### src/rtl/mem_port_arbiter.sv
`default_nettype none
// ============================================================================
//  Module      : mem_port_arbiter
//  Description : Shares one single-ported memory between instruction fetch and
//                the load/store unit; LS priority with a fetch starvation limit.
//  Revision    : 1.0 - initial release
// ============================================================================
module mem_port_arbiter #(
    parameter int ADDR_W     = 16,
    parameter int DATA_W     = 32,
    parameter int STARVE_MAX = 4
) (
    input  logic                  clk,
    input  logic                  reset_n,
    input  logic                  if_req,
    input  logic [ADDR_W-1:0]     if_addr,
    output logic                  if_gnt,
    output logic                  if_rvalid,
    output logic [DATA_W-1:0]     if_rdata,
    output logic                  fetch_stall,
    input  logic                  flush,
    input  logic                  ls_req,
    input  logic                  ls_we,
    input  logic [ADDR_W-1:0]     ls_addr,
    input  logic [DATA_W-1:0]     ls_wdata,
    input  logic [DATA_W/8-1:0]   ls_be,
    output logic                  ls_gnt,
    output logic                  ls_rvalid,
    output logic [DATA_W-1:0]     ls_rdata,
    output logic                  mem_req,
    output logic                  mem_we,
    output logic [ADDR_W-1:0]     mem_addr,
    output logic [DATA_W-1:0]     mem_wdata,
    output logic [DATA_W/8-1:0]   mem_be,
    input  logic                  mem_rvalid,
    input  logic [DATA_W-1:0]     mem_rdata
);

    localparam int                 c_cnt_w      = $clog2(STARVE_MAX + 1);
    localparam logic [c_cnt_w-1:0] c_starve_max = c_cnt_w'(STARVE_MAX);

    typedef enum logic [1:0] {
        ST_IDLE    = 2'd0,
        ST_BUSY_IF = 2'd1,
        ST_BUSY_LS = 2'd2
    } state_t;

    state_t             r_state;
    state_t             w_state_nxt;
    logic [c_cnt_w-1:0] r_starve_cnt;
    logic [c_cnt_w-1:0] w_starve_nxt;
    logic               r_drop;
    logic               w_drop_nxt;
    logic               w_can_issue;
    logic               w_eligible_if;
    logic               w_starved;
    logic               w_busy_if;
    logic               w_busy_ls;

    assign w_busy_if     = (r_state == ST_BUSY_IF);
    assign w_busy_ls     = (r_state == ST_BUSY_LS);
    assign w_starved     = (r_starve_cnt == c_starve_max);
    assign w_eligible_if = if_req & ~flush;
    // A new transaction may issue when idle or on the completion cycle of the current one
    assign w_can_issue   = reset_n & ((r_state == ST_IDLE) | mem_rvalid);

    assign if_gnt      = w_can_issue & w_eligible_if & (~ls_req | w_starved);
    assign ls_gnt      = w_can_issue & ls_req & ~(w_eligible_if & w_starved);
    assign fetch_stall = if_req & ~if_gnt;
    assign mem_req     = if_gnt | ls_gnt;

    assign if_rvalid = mem_rvalid & w_busy_if & ~r_drop;
    assign ls_rvalid = mem_rvalid & w_busy_ls;
    assign if_rdata  = mem_rdata;
    assign ls_rdata  = mem_rdata;

    always_comb begin
        mem_we    = 1'b0;
        mem_addr  = '0;
        mem_wdata = '0;
        mem_be    = '0;
        if (ls_gnt) begin
            mem_we    = ls_we;
            mem_addr  = ls_addr;
            mem_wdata = ls_wdata;
            mem_be    = ls_be;
        end else if (if_gnt) begin
            mem_addr  = if_addr;
        end
    end

    always_comb begin
        w_state_nxt  = r_state;
        w_starve_nxt = r_starve_cnt;
        w_drop_nxt   = r_drop;

        if (if_gnt) begin
            w_state_nxt = ST_BUSY_IF;
        end else if (ls_gnt) begin
            w_state_nxt = ST_BUSY_LS;
        end else if (mem_rvalid || !(w_busy_if || w_busy_ls)) begin
            w_state_nxt = ST_IDLE;
        end

        if (!if_req || if_gnt) begin
            w_starve_nxt = '0;
        end else if (ls_gnt && !w_starved) begin
            w_starve_nxt = r_starve_cnt + 1'b1;
        end

        // A returning fetch response always retires the drop, even if flush coincides
        if (mem_rvalid && w_busy_if) begin
            w_drop_nxt = 1'b0;
        end else if (flush && (w_busy_if || if_gnt)) begin
            w_drop_nxt = 1'b1;
        end
    end

    always_ff @(posedge clk or negedge reset_n) begin
        if (!reset_n) begin
            r_state      <= ST_IDLE;
            r_starve_cnt <= '0;
            r_drop       <= 1'b0;
        end else begin
            r_state      <= w_state_nxt;
            r_starve_cnt <= w_starve_nxt;
            r_drop       <= w_drop_nxt;
        end
    end

endmodule
`default_nettype wire
### config.mk
export PLATFORM = sky130hd
export DESIGN_NAME = mem_port_arbiter
export DESIGN_NICKNAME = d
export VERILOG_FILES = /design/src/rtl/mem_port_arbiter.sv
export SDC_FILE = /design/constraint.sdc
export NUM_CORES = 1
export LEC_CHECK = 0
export ABC_AREA = 1
export CORE_AREA = 3 3 88 90
export CTS_CLUSTER_DIAMETER = 200
export CTS_CLUSTER_SIZE = 28
export DETAILED_ROUTE_END_ITERATION = 16
export DIE_AREA = 0 0 91 93
export PLACE_DENSITY = 0.72
export SYNTH_ARGS = -nofsm -noshare
export SYNTH_HDL_FRONTEND = slang
export SYNTH_SLANG_ARGS = --single-unit
### constraint.sdc
create_clock -name clk -period 4 [get_ports clk]
set_input_delay 0.6 -clock clk [delete_from_list [all_inputs] [get_ports clk]]
set_output_delay 0.6 -clock clk [all_outputs]
set_load 0.03 [all_outputs]
==> impl_metrics.py, run 1 <==
metrics = {
    "power": {
        "ir_worst_vdd_uv": 180,
        "p_leak_nw": 1.22,
        "finalPower_w": 0.000450,
        "power.density_nw_per_um2": 185,
    },
    "floorplanning": {
        "initial_core_util_pct": 20.4,
        "ioPinCount": 230,
        "rows": 31,
        "die_x_um": 91,
        "core-area_sq_um": 7140,
        "die_height_um": 93,
        "dieArea_sq_um": 8460,
    },
    "clock_tree": {
        "hold_buffers": 0,
        "ctsResizeCount": 0,
        "htree_num_levels": 1,
        "cts_buffer_depth": 2,
        "insertion_delay_ns": 0.22,
        "post-cts-setup-buffer-count": 0,
        "cts_inserted_buffers": 3,
        "cts_root_buf": "clkbuf_8",
        "path_clk_slew_ns": 0.03,
        "cts_tree": "built",
        "clock-sinks": 6,
    },
    "layout": {
        "fill_cells": 814,
        "final_common_cell": "clkdlybuf4s50_1",
        "layout.cells.most_common_list": "clkdlybuf4s50_1, nand2_1, inv_1, nor2_1, dfrtp_1",
        "syn_to_final_growth_pct": 67.4,
        "antennaDiodeCount": 0,
        "layout.nets": 436,
        "drive_gt1_share_pct": 4.04,
    },
    "timing": {
        "fin_skew_ns": 0.00135,
        "drv_slew": 0,
        "setup_violations": 0,
        "maxClockFrequency_mhz": 298,
        "rsz0062_at_grt": "no",
        "period_needed_ns": 3.35,
        "hold_ws_ns": 0.518,
        "hold_violations": 0,
        "relSlewSlack_pct": 73.9,
        "fin_crit_sh_pct": 83.8,
        "worstMarginPinSlew_ns": 0.392,
        "finalSetupTns_ns": 0,
    },
    "setup_path": {
        "critPathRequiredTime_ns": 3.40,
        "cp-start-kind": "input port",
        "r2r_setup_slack_ns": 2.37,
        "crit_type": "input port to output port",
        "crit_arrival_ns": 2.75,
        "r2r_end": "r_state[1]",
        "cp_max_fo": 41,
        "reg2regPathDepth": 8,
        "worstReg2RegStart": "r_state[0]",
        "crit_start": "reset_n",
        "cp-end-kind": "output port",
        "timing.critical_path.to": "mem_wdata[16]",
    },
    "routing": {
        "drc_errors": 0,
        "dr_total_vias": 1551,
        "routed_wl_mm": 4.83,
        "firstDrtPassIters": 4,
        "drt-initial-drc-count": 39,
        "antenna_left": 0,
        "viasPerCell": 3.68,
        "wire_per_inst_um": 11.5,
    },
    "job": {
        "max_cap_violations": 0,
    },
    "logic_synthesis": {
        "synth_edf_count": 0,
        "synth_area_leader_cell": "buf_4",
        "synthCells": 255,
        "synth.distinct_cells": 19,
        "async_flop_share_pct": 100,
        "ys_ff_latch": 6,
        "synthesis.area_sq_um": 1450,
        "synth_nets": 367,
        "ys_seq_area_share_pct": 10.3,
        "synth_flop_cell": "dfrtp_1",
        "synthTopCellsByArea": "buf_4, nand2_1, inv_1, nor2_1, dfrtp_1",
        "synth_top_area_share_pct": 33.6,
        "ys_warn_count": 0,
        "avgSynthCellArea_sq_um": 5.70,
    },
    "global_routing": {
        "antenna_found_initial": 0,
        "grt_overflow": 0,
        "grt_pass1_vias": 1555,
        "grt_max_degree": 42,
        "grt_usage_pct": 10.4,
        "grt_pass1_wl_mm": 7.49,
    },
    "placed_design": {
        "gp_congestion": 0.812,
        "dp_hpwl_mm": 4.11,
        "port_buffers": 133,
    },
    "run_status": {
        "outcome": "completed",
    },
    "worst_hold_path": {
        "min_path_type": "flip-flop to flip-flop",
    },
}
[area by class of cell]
type | count | area, sq um | area share, %
tap | 99 | 124 | 5.10
clock buffer | 3 | 41.3 | 1.70
multi-input combinational | 128 | 583 | 24.0
sequential | 6 | 150 | 6.18
timing repair buffer | 134 | 1340 | 55.1
inverter | 51 | 194 | 7.98
[synthesized netlist by cell type, types with 2 or more instances]
cell type and n:
buf_6 2, inv_1 49, nor2_1 44, nand2_1 63, nand4_1 3, nand3_1 2
dfrtp_1 6, o21ai_0 2, buf_2 3, buf_4 65, nand2_2 2, nor2_4 3
ha_1 5
[per-stage QoR]
stage               setup WS (ns)  instances  utilization [%]  instance area [sq um]
detailed placement          0.594        418             33.5                   2390
finish                      0.647        421             34.1                   2430
global route                0.441        421             34.1                   2430
global placement            0.634        418             33.5                   2390
floorplan                    1.93        255                -                   1450
CTS                         0.582        421             34.1                   2430
[cell families after synthesis]
| kind of cell | synth area share (%) |
|---|---|
| adder cells (fa/ha/maj) | 4.31 |
| AO/OA/AOI/OAI | 1.29 |
| buffers and inverters | 49.5 |
| AND/OR/NAND/NOR | 33.9 |
| XOR/XNOR | 0.603 |
| flip-flops | 10.3 |
[state kept, by name (all words and copies together) (netlist names)]
register,count
r_starve_cnt,3
r_drop,1
r_state,2
[how the worst min path moves through the flow]
stage	from	end	slack [ns]	cells after the start
after global routing	r_drop	r_drop	0.54	2
after detailed placement	r_drop	r_drop	0.51	2
after floorplan	reset_n	r_drop	0.30	0
final	r_drop	r_drop	0.52	2
after global placement	r_drop	r_drop	0.48	2
after CTS	r_drop	r_drop	0.52	2
[report_power, final]
group	total (W)	internal, W	switching [W]	leakage, nW
registers	0.0000705	0.0000669	0.00000366	0.0797
clock network	0.0000886	0.0000645	0.0000241	0.0216
logic	0.000290	0.000142	0.000148	1.11
[critical path, stage by stage]
cell,delay (ns)
clkdlybuf4s50_1,0.68
inv_1,0.13
nor2_4,0.17
nand2_4,0.07
buf_4,0.25
nor2_1,0.13
clkdlybuf4s50_1,0.70
[routing by layer]
metal	GRT usage (%)	wire length, um	vias to the layer above
li1	-	-	795
met5	0	0	-
met2	18.5	2400	78
met4	5.90	238	0
met1	11.2	1750	638
met3	2.82	444	40
No activity file was read; power rests on OpenSTA's default activity.
==> run 2: changes to the inputs <==
--- a/config.mk
+++ b/config.mk
@@ -6,12 +6,12 @@
 export NUM_CORES = 1
 export LEC_CHECK = 0
 export ABC_AREA = 1
-export CORE_AREA = 3 3 88 90
+export CORE_MARGIN = 3
+export CORE_UTILIZATION = 21
 export CTS_CLUSTER_DIAMETER = 200
 export CTS_CLUSTER_SIZE = 28
 export DETAILED_ROUTE_END_ITERATION = 16
-export DIE_AREA = 0 0 91 93
-export PLACE_DENSITY = 0.72
+export PLACE_DENSITY = 0.77
 export SYNTH_ARGS = -nofsm -noshare
 export SYNTH_HDL_FRONTEND = slang
 export SYNTH_SLANG_ARGS = --single-unit
==> constraint.sdc (replaced) <==
create_clock -name clk -period 3 [get_ports clk]
set_input_delay 0.45 -clock clk [delete_from_list [all_inputs] [get_ports clk]]
set_output_delay 0.45 -clock clk [all_outputs]
set_load 0.03 [all_outputs]
==> impl_metrics.py, run 2 (synthesis results as in run 1) <==
metrics = {
    "run_status": {
        "outcome": "completed",
    },
    "timing": {
        "setup_ws_ns": 0.287,
        "drv_slew": 0,
        "hold_ws_ns": 0.493,
        "maxClockFrequency_mhz": 369,
        "fin_crit_sh_pct": 90.4,
        "hold_violations": 0,
        "period_needed_ns": 2.71,
        "finalSetupTns_ns": 0,
        "worstMarginPinSlew_ns": 0.348,
        "fin_skew_ns": 0.00314,
        "setup_violations": 0,
        "rsz0062_at_grt": "no",
        "relSlewSlack_pct": 76.7,
    },
    "power": {
        "p_leak_nw": 1.32,
        "power.density_nw_per_um2": 252,
        "ir_worst_vdd_uv": 209,
        "finalPower_w": 0.000620,
    },
    "placed_design": {
        "gp_congestion": 0.851,
        "port_buffers": 133,
        "dp_hpwl_mm": 5.08,
        "dpl-instance-area_sq_um": 2420,
        "dp_slack_ns": 0.283,
    },
    "layout": {
        "fill_cells": 677,
        "drive_gt1_share_pct": 15.4,
        "syn_to_final_growth_pct": 69.8,
        "multi_input_area_sq_um": 583,
        "final_area_sq_um": 2470,
        "largest_reg_flops": 3,
        "layout.cells.most_common_list": "clkdlybuf4s50_1, nand2_1, inv_1, nor2_1, buf_4",
        "regArea_sq_um": 150,
        "largest_register": "r_starve_cnt",
        "reg_top3": "r_starve_cnt x3, r_state x2, r_drop x1",
        "layout.nets": 439,
        "antennaDiodeCount": 0,
        "final_common_cell": "clkdlybuf4s50_1",
    },
    "setup_path": {
        "cp-start-kind": "input port",
        "r2r_setup_slack_ns": 1.57,
        "path_depth": 8,
        "reg2regPathDepth": 8,
        "max_stage_delay_ns": 0.68,
        "critPathRequiredTime_ns": 2.55,
        "crit_start": "flush",
        "cp-end-kind": "output port",
        "worstReg2RegStart": "r_state[1]",
        "timing.critical_path.to": "mem_be[3]",
        "timing.critical_path.buf_inv": 3,
        "critical-path-top-delay-family": "buffers and inverters",
        "cp_cell_sequence": "clkdlybuf4s50_1, inv_1, nand2_1, nand2_1, nand2_1, nand2_4, nor2_1, clkdlybuf4s50_1",
        "crit_type": "input port to output port",
        "cp_max_fo": 25,
        "crit_arrival_ns": 2.26,
        "r2r_end": "r_state[1]",
        "cpMaxStageDelayCell": "clkdlybuf4s50_1",
        "crit_path_frequent_cell": "nand2_1",
    },
    "floorplanning": {
        "die_x_um": 89.2,
        "core-area_sq_um": 6530,
        "ioPinCount": 230,
        "die_height_um": 89.2,
        "initial_core_util_pct": 22.2,
        "dieArea_sq_um": 7950,
        "rows": 29,
    },
    "routing": {
        "viasPerCell": 4.08,
        "drt-initial-drc-count": 38,
        "antenna_left": 0,
        "wire_per_inst_um": 14.2,
        "drc_errors": 0,
        "firstDrtPassIters": 4,
        "dr_total_vias": 1640,
        "routed_wl_mm": 5.70,
    },
    "clock_tree": {
        "cts_buffer_depth": 2,
        "cts_root_buf": "clkbuf_8",
        "insertion_delay_ns": 0.22,
        "cts_inserted_buffers": 3,
        "ctsResizeCount": 0,
        "cts_tree": "built",
        "htree_num_levels": 1,
        "path_clk_slew_ns": 0.04,
        "post-cts-setup-buffer-count": 0,
        "clock-sinks": 6,
        "hold_buffers": 0,
    },
    "global_routing": {
        "grt_overflow": 0,
        "grt_pass1_vias": 1650,
        "grt_usage_pct": 13.1,
        "grt_max_degree": 26,
        "grt_pass1_wl_mm": 8.09,
        "antenna_found_initial": 0,
    },
    "worst_hold_path": {
        "min_path_type": "flip-flop to flip-flop",
    },
    "job": {
        "max_cap_violations": 0,
    },
}
-- run 2: cell count changes in the layout (fill, tap and decap cells not counted) --
cell | previous run | this run
clkdlybuf4s50_1 | 133 | 99
buf_4 | 1 | 28
buf_12 | 0 | 10
-- run 2: worst min path at each step --
stage,from,to,slack (ns),cells after the start
after floorplan,reset_n,r_drop,0.15,0
after global placement,r_drop,r_drop,0.48,2
after detailed placement,r_drop,r_drop,0.49,2
after CTS,r_drop,r_drop,0.50,2
after global routing,r_drop,r_drop,0.53,2
final,r_drop,r_drop,0.49,2
-- run 2: power by group --
| part | total [W] | internal, W | switching (W) |
|---|---|---|---|
| Clock | 0.000120 | 0.0000861 | 0.0000341 |
| Sequential | 0.0000939 | 0.0000891 | 0.00000479 |
| Combinational | 0.000406 | 0.000198 | 0.000208 |
-- run 2: per-layer routing --
metal,global-route usage [%],vias up,share of wire (%)
li1,-,802,-
met1,13.4,689,33
met2,24.6,130,52
met3,4.61,19,13
met4,4.33,0,2.5
met5,0,-,0
-- run 2: worst register-to-register path, delay by kind of cell (launching register included) --
family	cells	cell delay, ns
buf+inv	2	0.27
simple gates	5	0.45
flops	1	0.40
fa+ha+maj	1	0.19
-- run 2: layout make-up --
| cell class | count | area share, % |
|---|---|---|
| Multi-Input combinational cell | 128 | 23.6 |
| Clock buffer | 3 | 1.67 |
| Tap cell | 77 | 3.91 |
| Timing Repair Buffer | 137 | 56.8 |
| Inverter | 51 | 7.86 |
| Sequential cell | 6 | 6.09 |
-- run 2: per-stage QoR --
step,util [%],std cells
2_1_floorplan,-,255
3_3_place_gp,37.1,399
3_5_place_dp,37.1,399
4_1_cts,37.8,402
5_1_grt,37.8,402
6_report,37.8,402
==> run 3: changes to the inputs <==
--- a/config.mk
+++ b/config.mk
@@ -8,10 +8,12 @@
 export ABC_AREA = 1
 export CORE_MARGIN = 3
 export CORE_UTILIZATION = 21
+export CTS_BUF_LIST = sky130_fd_sc_hd__clkbuf_8
 export CTS_CLUSTER_DIAMETER = 200
 export CTS_CLUSTER_SIZE = 28
 export DETAILED_ROUTE_END_ITERATION = 16
 export PLACE_DENSITY = 0.77
+export REMOVE_ABC_BUFFERS = 1
 export SYNTH_ARGS = -nofsm -noshare
 export SYNTH_HDL_FRONTEND = slang
 export SYNTH_SLANG_ARGS = --single-unit
==> impl_metrics.py, run 3 (synthesis results as in run 1) <==
metrics = {
    "run_status": {
        "outcome": "completed",
    },
    "floorplanning": {
        "dieArea_sq_um": 7950,
        "die_x_um": 89.2,
        "core-area_sq_um": 6530,
        "ioPinCount": 230,
        "rows": 29,
        "die_height_um": 89.2,
        "initial_core_util_pct": 22.2,
    },
    "power": {
        "ir_worst_vdd_uv": 112,
        "internal-power_w": 0.000371,
        "swShare_pct": 38.9,
        "finalPower_w": 0.000607,
        "netSwitchingPower_w": 0.000236,
        "power_frac_comb_pct": 65.7,
        "p_leak_nw": 1.30,
        "clkPwrFrac_pct": 19.0,
        "power_frac_seq_pct": 15.4,
        "power.density_nw_per_um2": 248,
    },
    "layout": {
        "final_common_cell": "clkdlybuf4s50_1",
        "largest_reg_flops": 3,
        "drive_gt1_share_pct": 13.0,
        "largest_register": "r_starve_cnt",
        "layout.nets": 438,
        "antennaDiodeCount": 0,
        "syn_to_final_growth_pct": 68.7,
        "final_core_util_pct": 37.5,
        "layout.cells.most_common_list": "clkdlybuf4s50_1, nand2_1, inv_1, nor2_1, buf_4",
        "reg_top3": "r_starve_cnt x3, r_state x2, r_drop x1",
    },
    "setup_path": {
        "cp-end-kind": "output port",
        "r2r_end": "r_state[0]",
        "crit_type": "input port to output port",
        "critPathRequiredTime_ns": 2.55,
        "r2r_setup_slack_ns": 1.34,
        "worstReg2RegStart": "r_state[0]",
        "reg2regPathDepth": 8,
        "cp-start-kind": "input port",
        "cp_max_fo": 38,
        "crit_arrival_ns": 2.40,
    },
    "routing": {
        "viasPerCell": 4.19,
        "dr_total_vias": 1679,
        "routed_wl_mm": 7.15,
        "wire_per_inst_um": 17.8,
        "drt-initial-drc-count": 78,
        "drc_errors": 0,
        "antenna_left": 0,
        "firstDrtPassIters": 4,
    },
    "timing": {
        "fin_skew_ns": 0.00209,
        "finalSetupTns_ns": 0,
        "drv_slew": 0,
        "maxClockFrequency_mhz": 350,
        "fin_crit_sh_pct": 95.2,
        "hold_violations": 0,
        "hold_ws_ns": 0.490,
        "rsz0062_at_grt": "no",
        "period_needed_ns": 2.85,
        "relSlewSlack_pct": 75.3,
        "setup_violations": 0,
        "worstMarginPinSlew_ns": 0.370,
    },
    "worst_hold_path": {
        "holdCritStartpoint": "r_drop",
        "holdPathStages": 2,
        "min_path_type": "flip-flop to flip-flop",
        "min_to": "r_drop",
    },
    "global_routing": {
        "grt_max_degree": 39,
        "grt_pass1_wl_mm": 9.23,
        "antenna_found_initial": 0,
        "grt_overflow": 0,
        "grt_pass1_vias": 1539,
        "grt_usage_pct": 16.2,
    },
    "clock_tree": {
        "htree_num_levels": 1,
        "post-cts-setup-buffer-count": 0,
        "cts_tree": "built",
        "insertion_delay_ns": 0.22,
        "ctsResizeCount": 0,
        "path_clk_slew_ns": 0.03,
        "cts_inserted_buffers": 3,
        "cts_root_buf": "clkbuf_8",
        "cts_buffer_depth": 2,
        "clock-sinks": 6,
        "hold_buffers": 0,
    },
    "placed_design": {
        "port_buffers": 133,
        "dp_hpwl_mm": 6.21,
        "gp_congestion": 0.709,
    },
    "job": {
        "max_cap_violations": 0,
    },
}
[run 3: worst max-delay path by stage]
stage                          endpoint  slack, ns       startpoint  cells after the start
after global placement    mem_wdata[17]       0.21       mem_rvalid                      6
final                      mem_wdata[4]       0.15       mem_rvalid                      6
after floorplan             mem_addr[0]       1.01  r_starve_cnt[0]                      9
after detailed placement   mem_wdata[4]       0.13       mem_rvalid                      6
after CTS                  mem_wdata[4]       0.13       mem_rvalid                      6
after global routing      mem_wdata[21]     0.0001       mem_rvalid                      6
[run 3: power groups by stage]
stage	registers [W]	clock network [W]	logic, W
2_1_floorplan	0.0000935	0	0.000177
3_3_place_gp	0.0000940	0	0.000396
3_5_place_dp	0.0000943	0	0.000401
4_1_cts	0.0000933	0.000120	0.000402
5_1_grt	0.0000947	0.000127	0.000426
6_report	0.0000933	0.000115	0.000398
[run 3: critical path, cell delays in order]
cell and delay (ns):
clkdlybuf4s50_1 0.58, nor2_1 0.11, nor2_4 0.14, nand2_4 0.22, nor2_1 0.20, clkdlybuf4s50_1 0.69
[run 3: stage by stage]
| step | setup slack (ns) | area [sq um] | instances |
|---|---|---|---|
| finish | 0.145 | 2450 | 401 |
| global route | 0.0000981 | 2450 | 401 |
| CTS | 0.125 | 2450 | 401 |
| detailed placement | 0.134 | 2410 | 398 |
| global placement | 0.209 | 2410 | 398 |
| floorplan | 1.01 | 927 | 185 |
[run 3: final cells by class]
| class | instances | area [sq um] |
|---|---|---|
| fillers | 674 | 4080 |
| repair buffers | 136 | 1390 |
| multi-input cells | 128 | 583 |
| inverters | 51 | 194 |
| flip-flops and latches | 6 | 150 |
| well taps | 77 | 96.3 |
| clock buffers | 3 | 41.3 |
[run 3: per-layer routing]
layer	GRT usage (%)	wire length (um)
met5	9.74	0
met4	2.98	16
met3	16.1	1630
met2	23.5	3060
met1	16.2	2440
